===== src/rtl/dff_bank_arbiter_pkg.sv =====
// -----------------------------------------------------------------------------
// dff_bank_arbiter_pkg
// Shared constants for the DFF bank arbiter slice: default requester count and
// data width, plus the FSM state encoding used by dff_bank_arbiter.
// -----------------------------------------------------------------------------
package dff_bank_arbiter_pkg;

    localparam int DEF_N     = 4;
    localparam int DEF_WIDTH = 8;

    localparam logic [1:0] IDLE   = 2'd0;
    localparam logic [1:0] GRANT  = 2'd1;
    localparam logic [1:0] LOCKED = 2'd2;

    typedef enum logic [1:0] {
        S_IDLE   = IDLE,
        S_GRANT  = GRANT,
        S_LOCKED = LOCKED
    } arb_state_t;

endpackage


===== src/rtl/dff_bank_arbiter_rr_pick.sv =====
// -----------------------------------------------------------------------------
// rr_pick
// Combinational round-robin priority picker. Searches the eligible requests
// (req with excl masked off) starting at ptr and wrapping through N-1 to 0.
// Ports:
//   req    [N-1:0]   request vector
//   ptr    [IDW-1:0] highest-priority index for this decision
//   excl   [N-1:0]   requesters that may not win this decision
//   winner [N-1:0]   one-hot winner (zero when none)
//   idx    [IDW-1:0] winner index (zero when none)
//   any              at least one eligible requester
// -----------------------------------------------------------------------------
module rr_pick
    import dff_bank_arbiter_pkg::*;
#(
    parameter int N   = DEF_N,
    parameter int IDW = 2
) (
    input  logic [N-1:0]   req,
    input  logic [N-1:0]   excl,
    input  logic [IDW-1:0] ptr,
    output logic [N-1:0]   winner,
    output logic [IDW-1:0] idx,
    output logic           any
);

    logic [N-1:0] elig_s;

    assign elig_s = req & ~excl;

    // Rotating first-one search starting at ptr.
    always_comb begin
        winner = '0;
        idx    = '0;
        any    = 1'b0;
        for (int k = 0; k < N; k++) begin
            int cand;
            cand = int'(ptr) + k;
            if (cand >= N) begin
                cand = cand - N;
            end else begin
                cand = cand;
            end
            if (!any && elig_s[cand]) begin
                any          = 1'b1;
                winner[cand] = 1'b1;
                idx          = IDW'(cand);
            end else begin
                any = any;
            end
        end
    end

endmodule


===== src/rtl/dff_bank_arbiter.sv =====
// -----------------------------------------------------------------------------
// dff_bank_arbiter
// Round-robin arbiter sharing one WIDTH-bit D register between N requesters,
// with lock support for multi-cycle ownership. All outputs are registered;
// reg_q is the shared register itself and loads reg_d when reg_we is high.
// Optional feature: define ARB_HOLD_LIMIT_EN to cap a locked ownership at
// MAX_HOLD consecutive cycles, after which the owner is skipped for one
// decision (re-granted if it is the only requester).
// Ports:
//   clk, reset            rising-edge clock, synchronous active-high reset
//   req, lock   [N-1:0]   requests and lock (keep grant) requests
//   wdata   [N*WIDTH-1:0] per-requester write data, slice i at [i*WIDTH +: WIDTH]
//   grant       [N-1:0]   one-hot grant
//   grant_valid           OR of grant
//   grant_id  [IDW-1:0]   index of granted requester, 0 when none
//   reg_we                write enable to the shared register
//   reg_d   [WIDTH-1:0]   data to the shared register
//   reg_q   [WIDTH-1:0]   shared register contents
// -----------------------------------------------------------------------------
module dff_bank_arbiter
    import dff_bank_arbiter_pkg::*;
#(
    parameter int N        = DEF_N,
    parameter int WIDTH    = DEF_WIDTH,
    parameter int IDW      = 2,
    parameter int MAX_HOLD = 4
) (
    input  logic                 clk,
    input  logic                 reset,
    input  logic [N-1:0]         req,
    input  logic [N-1:0]         lock,
    input  logic [N*WIDTH-1:0]   wdata,
    output logic [N-1:0]         grant,
    output logic                 grant_valid,
    output logic [IDW-1:0]       grant_id,
    output logic                 reg_we,
    output logic [WIDTH-1:0]     reg_d,
    output logic [WIDTH-1:0]     reg_q
);

    arb_state_t        state_r;
    arb_state_t        state_nxt_s;
    logic [IDW-1:0]    ptr_r;
    logic [IDW-1:0]    ptr_nxt_s;
    logic [N-1:0]      grant_r;
    logic [N-1:0]      grant_nxt_s;
    logic [IDW-1:0]    grant_id_r;
    logic [IDW-1:0]    id_nxt_s;
    logic              grant_valid_r;
    logic              reg_we_r;
    logic [WIDTH-1:0]  reg_d_r;
    logic [WIDTH-1:0]  d_nxt_s;
    logic [WIDTH-1:0]  reg_q_r;

    logic [N-1:0]      pick_oh_s;
    logic [IDW-1:0]    pick_idx_s;
    logic              pick_any_s;
    logic [N-1:0]      excl_s;
    logic              keep_raw_s;
    logic              keep_s;

    // While LOCKED, grant_r is the owner's one-hot and grant_id_r its index.
    assign keep_raw_s = (state_r == S_LOCKED) && req[grant_id_r] && lock[grant_id_r];

`ifdef ARB_HOLD_LIMIT_EN
    localparam int HCW = $clog2(MAX_HOLD + 1);

    logic [HCW-1:0] hold_cnt_r;
    logic [HCW-1:0] hold_nxt_s;
    logic           limit_s;

    // hold_cnt_r counts locked cycles of the current owner including this one.
    assign limit_s = keep_raw_s && (hold_cnt_r == HCW'(MAX_HOLD));
    assign keep_s  = keep_raw_s && !limit_s;
    // Skip the owner only when someone else can take over; otherwise re-grant it.
    assign excl_s  = (limit_s && ((req & ~grant_r) != '0)) ? grant_r : '0;

    // Hold counter next value: bump on keep, restart on a fresh locked grant.
    always_comb begin
        hold_nxt_s = '0;
        if (keep_s) begin
            hold_nxt_s = hold_cnt_r + HCW'(1);
        end else if (pick_any_s && lock[pick_idx_s]) begin
            hold_nxt_s = HCW'(1);
        end else begin
            hold_nxt_s = '0;
        end
    end

    // Hold counter register.
    always_ff @(posedge clk) begin
        if (reset) begin
            hold_cnt_r <= '0;
        end else begin
            hold_cnt_r <= hold_nxt_s;
        end
    end
`else
    assign keep_s = keep_raw_s;
    assign excl_s = '0;
`endif

    rr_pick #(
        .N   (N),
        .IDW (IDW)
    ) u_pick (
        .req    (req),
        .excl   (excl_s),
        .ptr    (ptr_r),
        .winner (pick_oh_s),
        .idx    (pick_idx_s),
        .any    (pick_any_s)
    );

    // Next-state decision: keep a locked owner, else arbitrate, else go idle.
    always_comb begin
        state_nxt_s = S_IDLE;
        grant_nxt_s = '0;
        id_nxt_s    = '0;
        ptr_nxt_s   = ptr_r;
        d_nxt_s     = '0;
        if (keep_s) begin
            state_nxt_s = S_LOCKED;
            grant_nxt_s = grant_r;
            id_nxt_s    = grant_id_r;
            d_nxt_s     = wdata[int'(grant_id_r)*WIDTH +: WIDTH];
        end else if (pick_any_s) begin
            state_nxt_s = lock[pick_idx_s] ? S_LOCKED : S_GRANT;
            grant_nxt_s = pick_oh_s;
            id_nxt_s    = pick_idx_s;
            ptr_nxt_s   = (pick_idx_s == IDW'(N - 1)) ? '0 : pick_idx_s + IDW'(1);
            d_nxt_s     = wdata[int'(pick_idx_s)*WIDTH +: WIDTH];
        end else begin
            state_nxt_s = S_IDLE;
            grant_nxt_s = '0;
            id_nxt_s    = '0;
            ptr_nxt_s   = ptr_r;
            d_nxt_s     = '0;
        end
    end

    // FSM and registered outputs; write enable follows the grant.
    always_ff @(posedge clk) begin
        if (reset) begin
            state_r       <= S_IDLE;
            ptr_r         <= '0;
            grant_r       <= '0;
            grant_id_r    <= '0;
            grant_valid_r <= 1'b0;
            reg_we_r      <= 1'b0;
            reg_d_r       <= '0;
        end else begin
            state_r       <= state_nxt_s;
            ptr_r         <= ptr_nxt_s;
            grant_r       <= grant_nxt_s;
            grant_id_r    <= id_nxt_s;
            grant_valid_r <= |grant_nxt_s;
            reg_we_r      <= |grant_nxt_s;
            reg_d_r       <= d_nxt_s;
        end
    end

    // Shared D register: loads the data issued during a write-enabled cycle.
    always_ff @(posedge clk) begin
        if (reset) begin
            reg_q_r <= '0;
        end else if (reg_we_r) begin
            reg_q_r <= reg_d_r;
        end else begin
            reg_q_r <= reg_q_r;
        end
    end

    assign grant       = grant_r;
    assign grant_valid = grant_valid_r;
    assign grant_id    = grant_id_r;
    assign reg_we      = reg_we_r;
    assign reg_d       = reg_d_r;
    assign reg_q       = reg_q_r;

endmodule

===== config.mk =====
export PLATFORM = sky130hd
export DESIGN_NAME = dff_bank_arbiter
export DESIGN_NICKNAME = d
export VERILOG_FILES = /design/src/rtl/dff_bank_arbiter_pkg.sv /design/src/rtl/dff_bank_arbiter_rr_pick.sv /design/src/rtl/dff_bank_arbiter.sv
export SDC_FILE = /design/constraint.sdc
export NUM_CORES = 1
export LEC_CHECK = 0
export ABC_CLOCK_PERIOD_IN_PS = 3000
export BUFFER_PORTS_ARGS = -buffer_cell sky130_fd_sc_hd__buf_2
export CORE_ASPECT_RATIO = 0.7
export CORE_MARGIN = 4
export CORE_UTILIZATION = 48
export CTS_BUF_LIST = sky130_fd_sc_hd__clkbuf_4
export DETAILED_ROUTE_END_ITERATION = 6
export PLACE_DENSITY_LB_ADDON = 0.15
export SLEW_MARGIN = 20
export SYNTH_ARGS = -nofsm -noshare
export SYNTH_HDL_FRONTEND = slang
export SYNTH_SLANG_ARGS = --single-unit

===== constraint.sdc =====
create_clock -name clk -period 3 [get_ports clk]
set_clock_uncertainty 0.15 [all_clocks]
set_input_delay 0.75 -clock clk [delete_from_list [all_inputs] [get_ports clk]]
set_output_delay 0.75 -clock clk [all_outputs]
set_load 0.01 [all_outputs]

==> results of run 1 <==
sequential cells by signal (all words and copies together), names as in the netlist:
name and count:
reg_we 1, grant_id 2, reg_d 8, ptr_r 2, grant 4, state_r 2
reg_q 8
critical path, cell delays in order (launching register included):
cell and delay [ns]:
dfxtp_2 0.35, inv_1 0.08, ha_1 0.38, buf_4 0.19
or3b_2 0.43, a211oi_1 0.24, a211o_1 0.20, buf_4 0.15
a21boi_0 0.09, o32ai_2 0.32, and2_1 0.17
per-stage QoR:
step                instance area (um^2)  utilization, %
floorplan                           2040               -
global placement                    2400            59.8
detailed placement                  2400            59.8
CTS                                 2430            60.6
global route                        2440            60.8
finish                              2440            60.8
cell usage after synthesis (all sizes together), types with 3 or more instances:
cell	n	area, um^2
o211ai	5	37.5
o221ai	8	70.1
a32oi	4	35.0
nor2b	3	26.3
clkbuf	7	26.3
a21oi	9	45.0
ha	5	62.6
buf	11	82.6
mux2i	29	290
a32o	4	40.0
o32ai	3	33.8
mux4	10	225
inv	8	30.0
nor3	4	25.0
nand2	18	70.1
nor2	20	75.1
dfxtp	27	541
or3b	3	26.3
cell families (layout without fill, tap and decap cells):
| family | after synthesis | in the layout |
|---|---|---|
| and+or+nand+nor | 65 | 65 |
| AOI/OAI and AO/OA | 48 | 48 |
| muxes | 41 | 41 |
| DFF | 27 | 27 |
| buffers and inverters | 26 | 88 |
| adders and majority gates | 5 | 5 |
| xor gates and xnor gates | 2 | 2 |
cell type report:
class	instances	area (um^2)
fill	375	1580
multi-input combinational	161	1370
sequential	27	542
timing repair buffer	76	408
tap	52	65.1
inverter	8	30.0
clock buffer	3	22.5
clock inverter	1	7.51
layout by cell type (no fill, tap or decap), types with 5 or more instances in the layout:
cell       n
nand2_1   17
mux4_2    10
buf_2     65
inv_1      8
ha_1       5
buf_4     11
a21oi_1    9
mux2i_1   29
o211ai_1   5
nor2_1    20
dfxtp_1   26
o221ai_1   8
how the worst max path moves through the flow:
stage / end / slack, ns / depth (start not counted)
after global placement: reg_d[6]$_SDFF_PP0_ / 0.1 / 7
after global routing: state_r[0]$_SDFF_PP0_ / 0.05 / 10
after detailed placement: reg_d[0]$_SDFF_PP0_ / 0.01 / 7
after floorplan: state_r[1]$_SDFF_PP0_ / 0.01 / 12
after CTS: reg_d[0]$_SDFF_PP0_ / 0.11 / 9
final: state_r[0]$_SDFF_PP0_ / 0.20 / 10
report_power, final:
part           leakage [nW]  switching [mW]  internal, mW  total (mW)
sequential            0.223          0.0945         0.491       0.585
clock                0.0139           0.121        0.0512       0.173
combinational         0.873           0.767         0.699        1.47
total                  1.11           0.983          1.24        2.22
routing by layer:
| layer | part of all wire [%] | up-vias | track usage [%] |
|---|---|---|---|
| met1 | 51 | 903 | 29.5 |
| met3 | 6.7 | 2 | 4.87 |
| met2 | 42 | 66 | 26.9 |
| met5 | 0 | - | 0 |
| met4 | 0.20 | 0 | 2.37 |
| li1 | - | 932 | - |
==> flow_summary_export.csv, run 1 <==
group,metric,value,unit
run_status,status,"finished clean",
die,die_y,62.5,um
setup_path,critPathLaunchType,"flop",
clocking,cts_sinks,27,
placed_design,place_ws,0.0145,ns
logic_synthesis,synth_enable_flop_cells,0,
clocking,cts_tree,"built",
logic_synthesis,netlist_area,2040,um^2
setup_path,critPathKind,"reg2reg",
hold_path,whs_endpoint,"reg_q[0]$_SDFFE_PP0P_",
clocking,htree_levels,1,
setup_path,critPathCaptureType,"flop",
hold_path,hold_class,"reg2reg",
timing,finalSetupViolCount,0,
timing,max_slew_margin,51.4,%
clocking,cts_setup_buffers,0,
timing,setup_slack,0.204,ns
logic_synthesis,synthCells,214,
hold_path,hp-start,"reg_q[0]$_SDFFE_PP0P_",
global_route,grt_overflow_total,0,
pwr,cellLeakagePower,1.11,nW
timing,hold_ws,0.369,ns
timing,hold_violations,0,
timing,drv_slew,0,
die,dieArea,5370,um^2
global_route,grt_max_degree,20,
logic_synthesis,ys_seq_elements,27,
timing,tightestPinTransition,0.727,ns
final_layout,drive_gt1_share,38.0,%
clocking,hold_buffers,0,
timing,min_period,2.80,ns
global_route,grt_pass1_wl,8480,um
timing,setup_tns,0,ns
setup_path,cp.required,3.15,ns
logic_synthesis,yosysWarningCount,0,
placed_design,gp_routability_congestion,0.845,
final_layout,fin_nets,324,
route,ant_nets,0,
job,cap_violations,0,
die,ios,66,
setup_path,crit_start,"ptr_r[0]$_SDFFE_PP0P_",
setup_path,arrival,2.94,ns
die,rows,19,
final_layout,final_cells,328,
logic_synthesis,synth-adder-area-share,3.07,%
route,wirelength,5080,um
placed_design,hpwl,4060,um
route,initialDrtViolationCount,78,
die,fp.dieW,85.9,um
logic_synthesis,synth_simple_gate_area_share,17.2,%
logic_synthesis,synth_top_family_by_area,"multiplexers",
logic_synthesis,synth_xor_area_share,0.859,%
placed_design,dp_cells,324,
logic_synthesis,syn_nets,261,
timing,finalCritPeriodShare,93.2,%
logic_synthesis,ys_seq_area_share,26.5,%
clocking,clk_path_buf_depth,2,
clocking,clk_pin_slew_worst_paths,0.16,ns
placed_design,portBuffers,65,
route,wl_per_cell,15.5,um
pwr,irDropWorstVdd,0.508,mV
logic_synthesis,synth.area.mux_share,26.4,%
setup_path,critPathMaxFanout,7,
timing,rsz0062_at_grt,"no",
clocking,cts_buffers,3,
logic_synthesis,synth_cell_types,53,
global_route,grtUsageTotal,19.1,%
final_layout,syn_to_final_growth,19.8,%
clocking,ctsResizeCount,0,
hold_path,holdPathStages,2,
global_route,antenna_found_initial,0,
die,start_util,50.7,%
setup_path,ff2ff_setup_slack,0.20,ns
clocking,worst_skew_pair.late_latency,0.34,ns
route,vias_per_cell,5.80,
final_layout,n_antenna_cell,0,
clocking,ctsRootBufferMaster,"clkbuf_4",
route,dr.pass1.iters,4,
die,core-area,4020,um^2
pwr,power,2.22,mW
pwr,p_per_area,911,nW/um^2
global_route,grt_pass1_vias,1721,
setup_path,reg2regPathDepth,10,
logic_synthesis,avgSynthCellArea,9.52,um^2
logic_synthesis,synth_compound_area_share,19.1,%
logic_synthesis,synthFlopType,"dfxtp_1",
logic_synthesis,async_flop_share,0,%
timing,fmax,358,MHz
setup_path,r2r-start,"ptr_r[0]$_SDFFE_PP0P_",
setup_path,rr_endpoint,"state_r[0]$_SDFF_PP0_",
route,route.detailed.drc,0,
route,vias,1903,
Note: power is estimated with default switching activity, not from simulation.
==> inputs of run 2 (changes only) <==
--- a/config.mk
+++ b/config.mk
@@ -5,6 +5,7 @@
 export SDC_FILE = /design/constraint.sdc
 export NUM_CORES = 1
 export LEC_CHECK = 0
+export ABC_AREA = 1
 export ABC_CLOCK_PERIOD_IN_PS = 3000
 export BUFFER_PORTS_ARGS = -buffer_cell sky130_fd_sc_hd__buf_2
 export CORE_ASPECT_RATIO = 0.7
==> run 2 against run 1 <==
  * Clock power fell by 5%
  * Worst setup slack better by 0.054 ns
  * Flip-flop and latch count is the same
  * Largest cell class unchanged
==> flow_summary_export.csv, run 2 <==
group,metric,value,unit
die,dieArea,5430,um^2
final_layout,syn_to_final_growth,17.3,%
pwr,p_per_area,1100,nW/um^2
global_route,grtUsageTotal,21.0,%
timing,hold_violations,0,
final_layout,seqCellArea,541,um^2
clocking,worst_skew_pair.late_latency,0.33,ns
global_route,antenna_found_initial,0,
placed_design,gp_routability_congestion,0.815,
logic_synthesis,yosysTopAreaCell,"dfxtp_1",
timing,max_slew_margin,60.6,%
die,core-area,4040,um^2
die,fp.dieW,86.4,um
clocking,clk_path_buf_depth,2,
die,rows,19,
clocking,cts_setup_buffers,0,
hold_path,hold_class,"reg2reg",
logic_synthesis,syn_nets,375,
setup_path,critPathCaptureType,"flop",
route,dr.pass1.iters,5,
logic_synthesis,synthFlopType,"dfxtp_1",
logic_synthesis,netlist.area_leader.share,26.2,%
final_layout,drive_gt1_share,24.8,%
pwr,cellLeakagePower,1.31,nW
logic_synthesis,netlist_area,2070,um^2
clocking,ctsRootBufferMaster,"clkbuf_4",
clocking,cts_sinks,27,
setup_path,critPathLaunchType,"flop",
timing,drv_slew,0,
route,initialDrtViolationCount,226,
die,start_util,51.1,%
timing,rsz0062_at_grt,"no",
timing,finalCritPeriodShare,91.4,%
route,vias,2351,
placed_design,portBuffers,65,
die,ios,66,
final_layout,design_area,2420,um^2
placed_design,hpwl,4490,um
final_layout,n_antenna_cell,0,
final_layout,num-fill-cells,424,
clocking,cts_buffers,3,
route,route.detailed.drc,0,
logic_synthesis,synthCells,328,
timing,tightestPinTransition,0.591,ns
route,wl_per_cell,13.2,um
logic_synthesis,yosysWarningCount,0,
setup_path,critPathKind,"reg2reg",
timing,setup_tns,0,ns
final_layout,most-common-layout-cells,"nand2_1, buf_2, nand3_1",
logic_synthesis,async_flop_share,0,%
global_route,grt_pass1_vias,1953,
clocking,cts_tree,"built",
pwr,irDropWorstVdd,0.526,mV
logic_synthesis,synth_enable_flop_cells,0,
placed_design,dpl-instance-area,2390,um^2
die,die_y,62.9,um
setup_path,cp.required,3.14,ns
logic_synthesis,synth.most_common_cell,"nand2_1",
final_layout,multi_input_area,1290,um^2
route,vias_per_cell,5.36,
timing,finalSetupViolCount,0,
logic_synthesis,ys_seq_area_share,26.2,%
job,cap_violations,0,
run_status,status,"finished clean",
timing,min_period,2.74,ns
global_route,grt_pass1_wl,9520,um
logic_synthesis,netlist_top_cells_count,"nand2_1, nand3_1, nor2_1, inv_1, dfxtp_1",
final_layout,fin_nets,435,
logic_synthesis,avgSynthCellArea,6.30,um^2
global_route,grt_overflow_total,0,
final_layout,final_common_cell,"nand2_1",
clocking,hold_buffers,0,
clocking,ctsResizeCount,0,
clocking,clk_pin_slew_worst_paths,0.15,ns
logic_synthesis,ys_seq_elements,27,
setup_path,arrival,2.88,ns
route,ant_nets,0,
clocking,htree_levels,1,
route,wirelength,5790,um
logic_synthesis,synth_cell_types,31,
setup_path,critPathMaxFanout,25,
global_route,grt_max_degree,26,
timing,fmax,365,MHz
logic_synthesis,ys_top_cells_by_area,"dfxtp_1, nand2_1, nand3_1",
-- run 2: cell types whose count changed after synthesis, moves of 5 or more --
cell	before	now
nand2_2	1	6
nor2_1	20	35
a21oi_1	9	15
nand3_1	2	42
mux4_2	10	0
nand2_1	17	90
mux2i_1	29	0
o21ai_0	0	23
inv_1	8	30
o221ai_1	8	0
o21ai_1	0	6
-- run 2: cells by family after synthesis --
group | count (synthesis) | synth area share, %
adders and majority gates | 5 | 3.03
DFF | 27 | 26.2
AOI/OAI and AO/OA | 59 | 16.3
and+or+nand+nor | 188 | 43.0
buffers and inverters | 49 | 11.5
-- run 2: worst max-delay path, cell delays in order (launching register included) --
cell and delay (ns):
dfxtp_1 0.49, inv_1 0.20, ha_1 0.46, nand3_1 0.17, nand2_2 0.16, o21ai_1 0.08, nand2_1 0.15, nand3_4 0.26
inv_2 0.27, nand2_1 0.09, nand3_1 0.07, nand3_1 0.09, nand2_1 0.07
-- run 2: cell type report --
class / instances / area share, %
inverters: 35 / 5.94
clock inverters: 1 / 0.310
multi-input cells: 252 / 53.2
flip-flops and latches: 27 / 22.3
repair buffers: 69 / 14.7
well taps: 52 / 2.69
clock buffers: 3 / 0.930
-- run 2: worst paths after layout --
| path | depth (start not counted) | to | slack, ns | from |
|---|---|---|---|---|
| max | 12 | reg_d[2]$_SDFF_PP0_ | 0.26 | ptr_r[1]$_SDFFE_PP0P_ |
| min | 2 | grant[3]$_SDFF_PP0_ | 0.35 | grant[3]$_SDFF_PP0_ |
| max reg2reg | 12 | reg_d[2]$_SDFF_PP0_ | 0.26 | ptr_r[1]$_SDFFE_PP0P_ |
| min reg2reg | 2 | grant[3]$_SDFF_PP0_ | 0.35 | grant[3]$_SDFF_PP0_ |
-- run 2: metrics by stage --
| stage | std cells | utilization (%) | total power [mW] | worst slack (ns) | hold slack [ns] |
|---|---|---|---|---|---|
| floorplan | 328 | - | 2.14 | 0.751 | 0.360 |
| global placement | 435 | 59.2 | 2.46 | 0.456 | 0.316 |
| detailed placement | 435 | 59.2 | 2.49 | 0.358 | 0.326 |
| CTS | 439 | 59.9 | 2.66 | 0.327 | 0.353 |
| global route | 439 | 59.9 | 2.94 | 0.0504 | 0.371 |
| finish | 439 | 59.9 | 2.67 | 0.258 | 0.351 |
-- run 2: report_power, final --
| group | switching, mW | internal (mW) |
|---|---|---|
| logic | 1.27 | 0.635 |
| clock network | 0.113 | 0.0510 |
| registers | 0.0932 | 0.506 |
| total | 1.48 | 1.19 |
-- run 2: routing by layer --
metal	vias up	track usage [%]	part of all wire, %
met5	-	0	0
met4	0	1.17	0.24
met3	2	2.64	10
met2	129	28.3	39
met1	1024	35.6	51
li1	1196	-	-
==> inputs of run 3 (changes only) <==
--- a/config.mk
+++ b/config.mk
@@ -7,7 +7,7 @@
 export LEC_CHECK = 0
 export ABC_AREA = 1
 export ABC_CLOCK_PERIOD_IN_PS = 3000
-export BUFFER_PORTS_ARGS = -buffer_cell sky130_fd_sc_hd__buf_2
+export BUFFER_PORTS_ARGS = -buffer_cell sky130_fd_sc_hd__buf_4
 export CORE_ASPECT_RATIO = 0.7
 export CORE_MARGIN = 4
 export CORE_UTILIZATION = 48
==> run 3 against run 2 <==
  * Maximum frequency is 0.31% lower
  * Sequential share of layout area shrank 1.4 points
  * Combinational power is 4% higher
  * Critical endpoint is now reg_d[0]$_SDFF_PP0_
  * Largest power group unchanged
==> flow_summary_export.csv, run 3 (same netlist as run 2, synthesis figures left out) <==
group,metric,value,unit
pwr,power_frac_comb,71.8,%
setup_path,cpLargestDelayFamily,"simple AND/OR/NAND/NOR gates",
timing,tightestPinTransition,0.607,ns
timing,rsz0062_at_grt,"no",
timing,finalCritPeriodShare,91.7,%
global_route,grt.met3_usage,4.48,%
die,die_y,62.9,um
pwr,switching_share,54.0,%
route,wirelength,5900,um
route,dr.pass1.iters,5,
final_layout,final_common_cell,"nand2_1",
job,cap_violations,0,
final_layout,n_antenna_cell,0,
global_route,grt_util_met2,30.7,%
setup_path,reg2regPathDepth,13,
hold_path,hold_class,"reg2reg",
clocking,worst_skew_pair.late_latency,0.34,ns
clocking,cts_setup_buffers,0,
die,ios,66,
pwr,internal-power,1.27,mW
pwr,power.switching,1.49,mW
route,vias,2317,
final_layout,design_area,2580,um^2
clocking,cts_sinks,27,
setup_path,crit_chain,"inv_1 > ha_1 > inv_1 > nand3_1 > nand2_1 > a21oi_1 > nand2_1 > nand3_4 > inv_2 > nand2_1 > nand3_1 > nand3_1 > o21ai_1",
route,wl_per_cell,13.4,um
clocking,clk_pin_slew_worst_paths,0.16,ns
setup_path,critPathKind,"reg2reg",
pwr,clkPwrFrac,6.2,%
clocking,cts_tree,"built",
run_status,status,"finished clean",
global_route,grt_overflow_total,0,
global_route,grtUsageTotal,21.5,%
setup_path,cp.required,3.13,ns
clocking,clk_path_buf_depth,2,
clocking,hold_buffers,0,
final_layout,most-common-layout-cells,"nand2_1, buf_4, nand3_1",
final_layout,fin_nets,435,
hold_path,holdPathStages,2,
global_route,grt_use_met1,33.5,%
die,dieArea,5430,um^2
pwr,cellLeakagePower,1.35,nW
setup_path,r2r-start,"ptr_r[1]$_SDFFE_PP0P_",
global_route,grt_max_degree,26,
setup_path,cpMaxStageDelayCell,"dfxtp_1",
hold_path,whs_endpoint,"grant[0]$_SDFF_PP0_",
timing,finalSetupViolCount,0,
setup_path,ff2ff_setup_slack,0.25,ns
timing,drv_slew,0,
timing,min_period,2.75,ns
timing,setup_tns,0,ns
setup_path,arrival,2.88,ns
die,start_util,51.1,%
placed_design,hpwl,4570,um
setup_path,critPathCaptureType,"flop",
pwr,irDropWorstVdd,0.434,mV
setup_path,slowest_delay,0.49,ns
hold_path,hp-start,"grant[0]$_SDFF_PP0_",
route,ant_nets,0,
timing,hold_violations,0,
pwr,pwr-share-seq,22.0,%
route,initialDrtViolationCount,120,
setup_path,critPathMaxFanout,25,
setup_path,critPathLaunchType,"flop",
clocking,ctsRootBufferMaster,"clkbuf_4",
placed_design,dpl-instance-area,2550,um^2
global_route,grt_pass1_vias,2117,
final_layout,final_util,64.0,%
die,fp.dieW,86.4,um
global_route,antenna_found_initial,0,
setup_path,rr_endpoint,"reg_d[0]$_SDFF_PP0_",
route,vias_per_cell,5.28,
pwr,p_per_area,1070,nW/um^2
clocking,ctsResizeCount,0,
final_layout,drive_gt1_share,24.8,%
global_route,grt_pass1_wl,9710,um
placed_design,portBuffers,65,
final_layout,syn_to_final_growth,25.1,%
setup_path,critPathBufInv,3,
timing,fmax,364,MHz
clocking,cts_buffers,3,
clocking,htree_levels,1,
die,core-area,4040,um^2
placed_design,gp_routability_congestion,0.833,
die,rows,19,
route,route.detailed.drc,0,
timing,max_slew_margin,59.5,%
global_route,gr-max-usage-layer,"met1",
[run 3: worst max path at each step]
| stage | from | depth (start not counted) | endpoint |
|---|---|---|---|
| floorplan | ptr_r[0]$_SDFFE_PP0P_ | 14 | state_r[1]$_SDFF_PP0_ |
| CTS | ptr_r[1]$_SDFFE_PP0P_ | 13 | reg_d[0]$_SDFF_PP0_ |
| global placement | ptr_r[1]$_SDFFE_PP0P_ | 13 | reg_d[0]$_SDFF_PP0_ |
| global route | ptr_r[1]$_SDFFE_PP0P_ | 12 | reg_d[0]$_SDFF_PP0_ |
| detailed placement | ptr_r[1]$_SDFFE_PP0P_ | 13 | reg_d[0]$_SDFF_PP0_ |
| finish | ptr_r[1]$_SDFFE_PP0P_ | 13 | reg_d[0]$_SDFF_PP0_ |
[run 3: per-stage QoR]
stage	worst slack [ns]	total power, mW	instances	hold WS (ns)
3_5_place_dp	0.327	2.56	435	0.335
5_1_grt	0.0115	3.02	439	0.389
3_3_place_gp	0.493	2.52	435	0.326
6_report	0.250	2.76	439	0.355
2_1_floorplan	0.751	2.14	328	0.360
4_1_cts	0.307	2.73	439	0.357
[run 3: worst min-delay path, stage by stage (launching register included)]
cell and delay [ns]:
dfxtp_1 0.34, nand2_1 0.08, a21oi_1 0.06
[run 3: power by group through the flow]
stage | Combinational, mW | Sequential, mW | Clock, mW
after global placement | 1.91 | 0.610 | 0
after CTS | 1.95 | 0.604 | 0.176
final | 1.98 | 0.606 | 0.170
after detailed placement | 1.95 | 0.614 | 0
after global routing | 2.21 | 0.624 | 0.187
after floorplan | 1.49 | 0.649 | 0
[run 3: layer usage]
metal / vias up / wire (um)
li1: 1195 / -
met1: 994 / 2940
met2: 124 / 2310
met3: 4 / 608
met4: 0 / 36
met5: - / 0
[run 3: area by class of cell]
| cell class | count | area [um^2] |
|---|---|---|
| inverters | 35 | 144 |
| fillers | 400 | 1460 |
| well taps | 52 | 65.1 |
| multi-input cells | 252 | 1290 |
| clock inverters | 1 | 7.51 |
| flip-flops and latches | 27 | 541 |
| clock buffers | 3 | 22.5 |
| repair buffers | 69 | 518 |
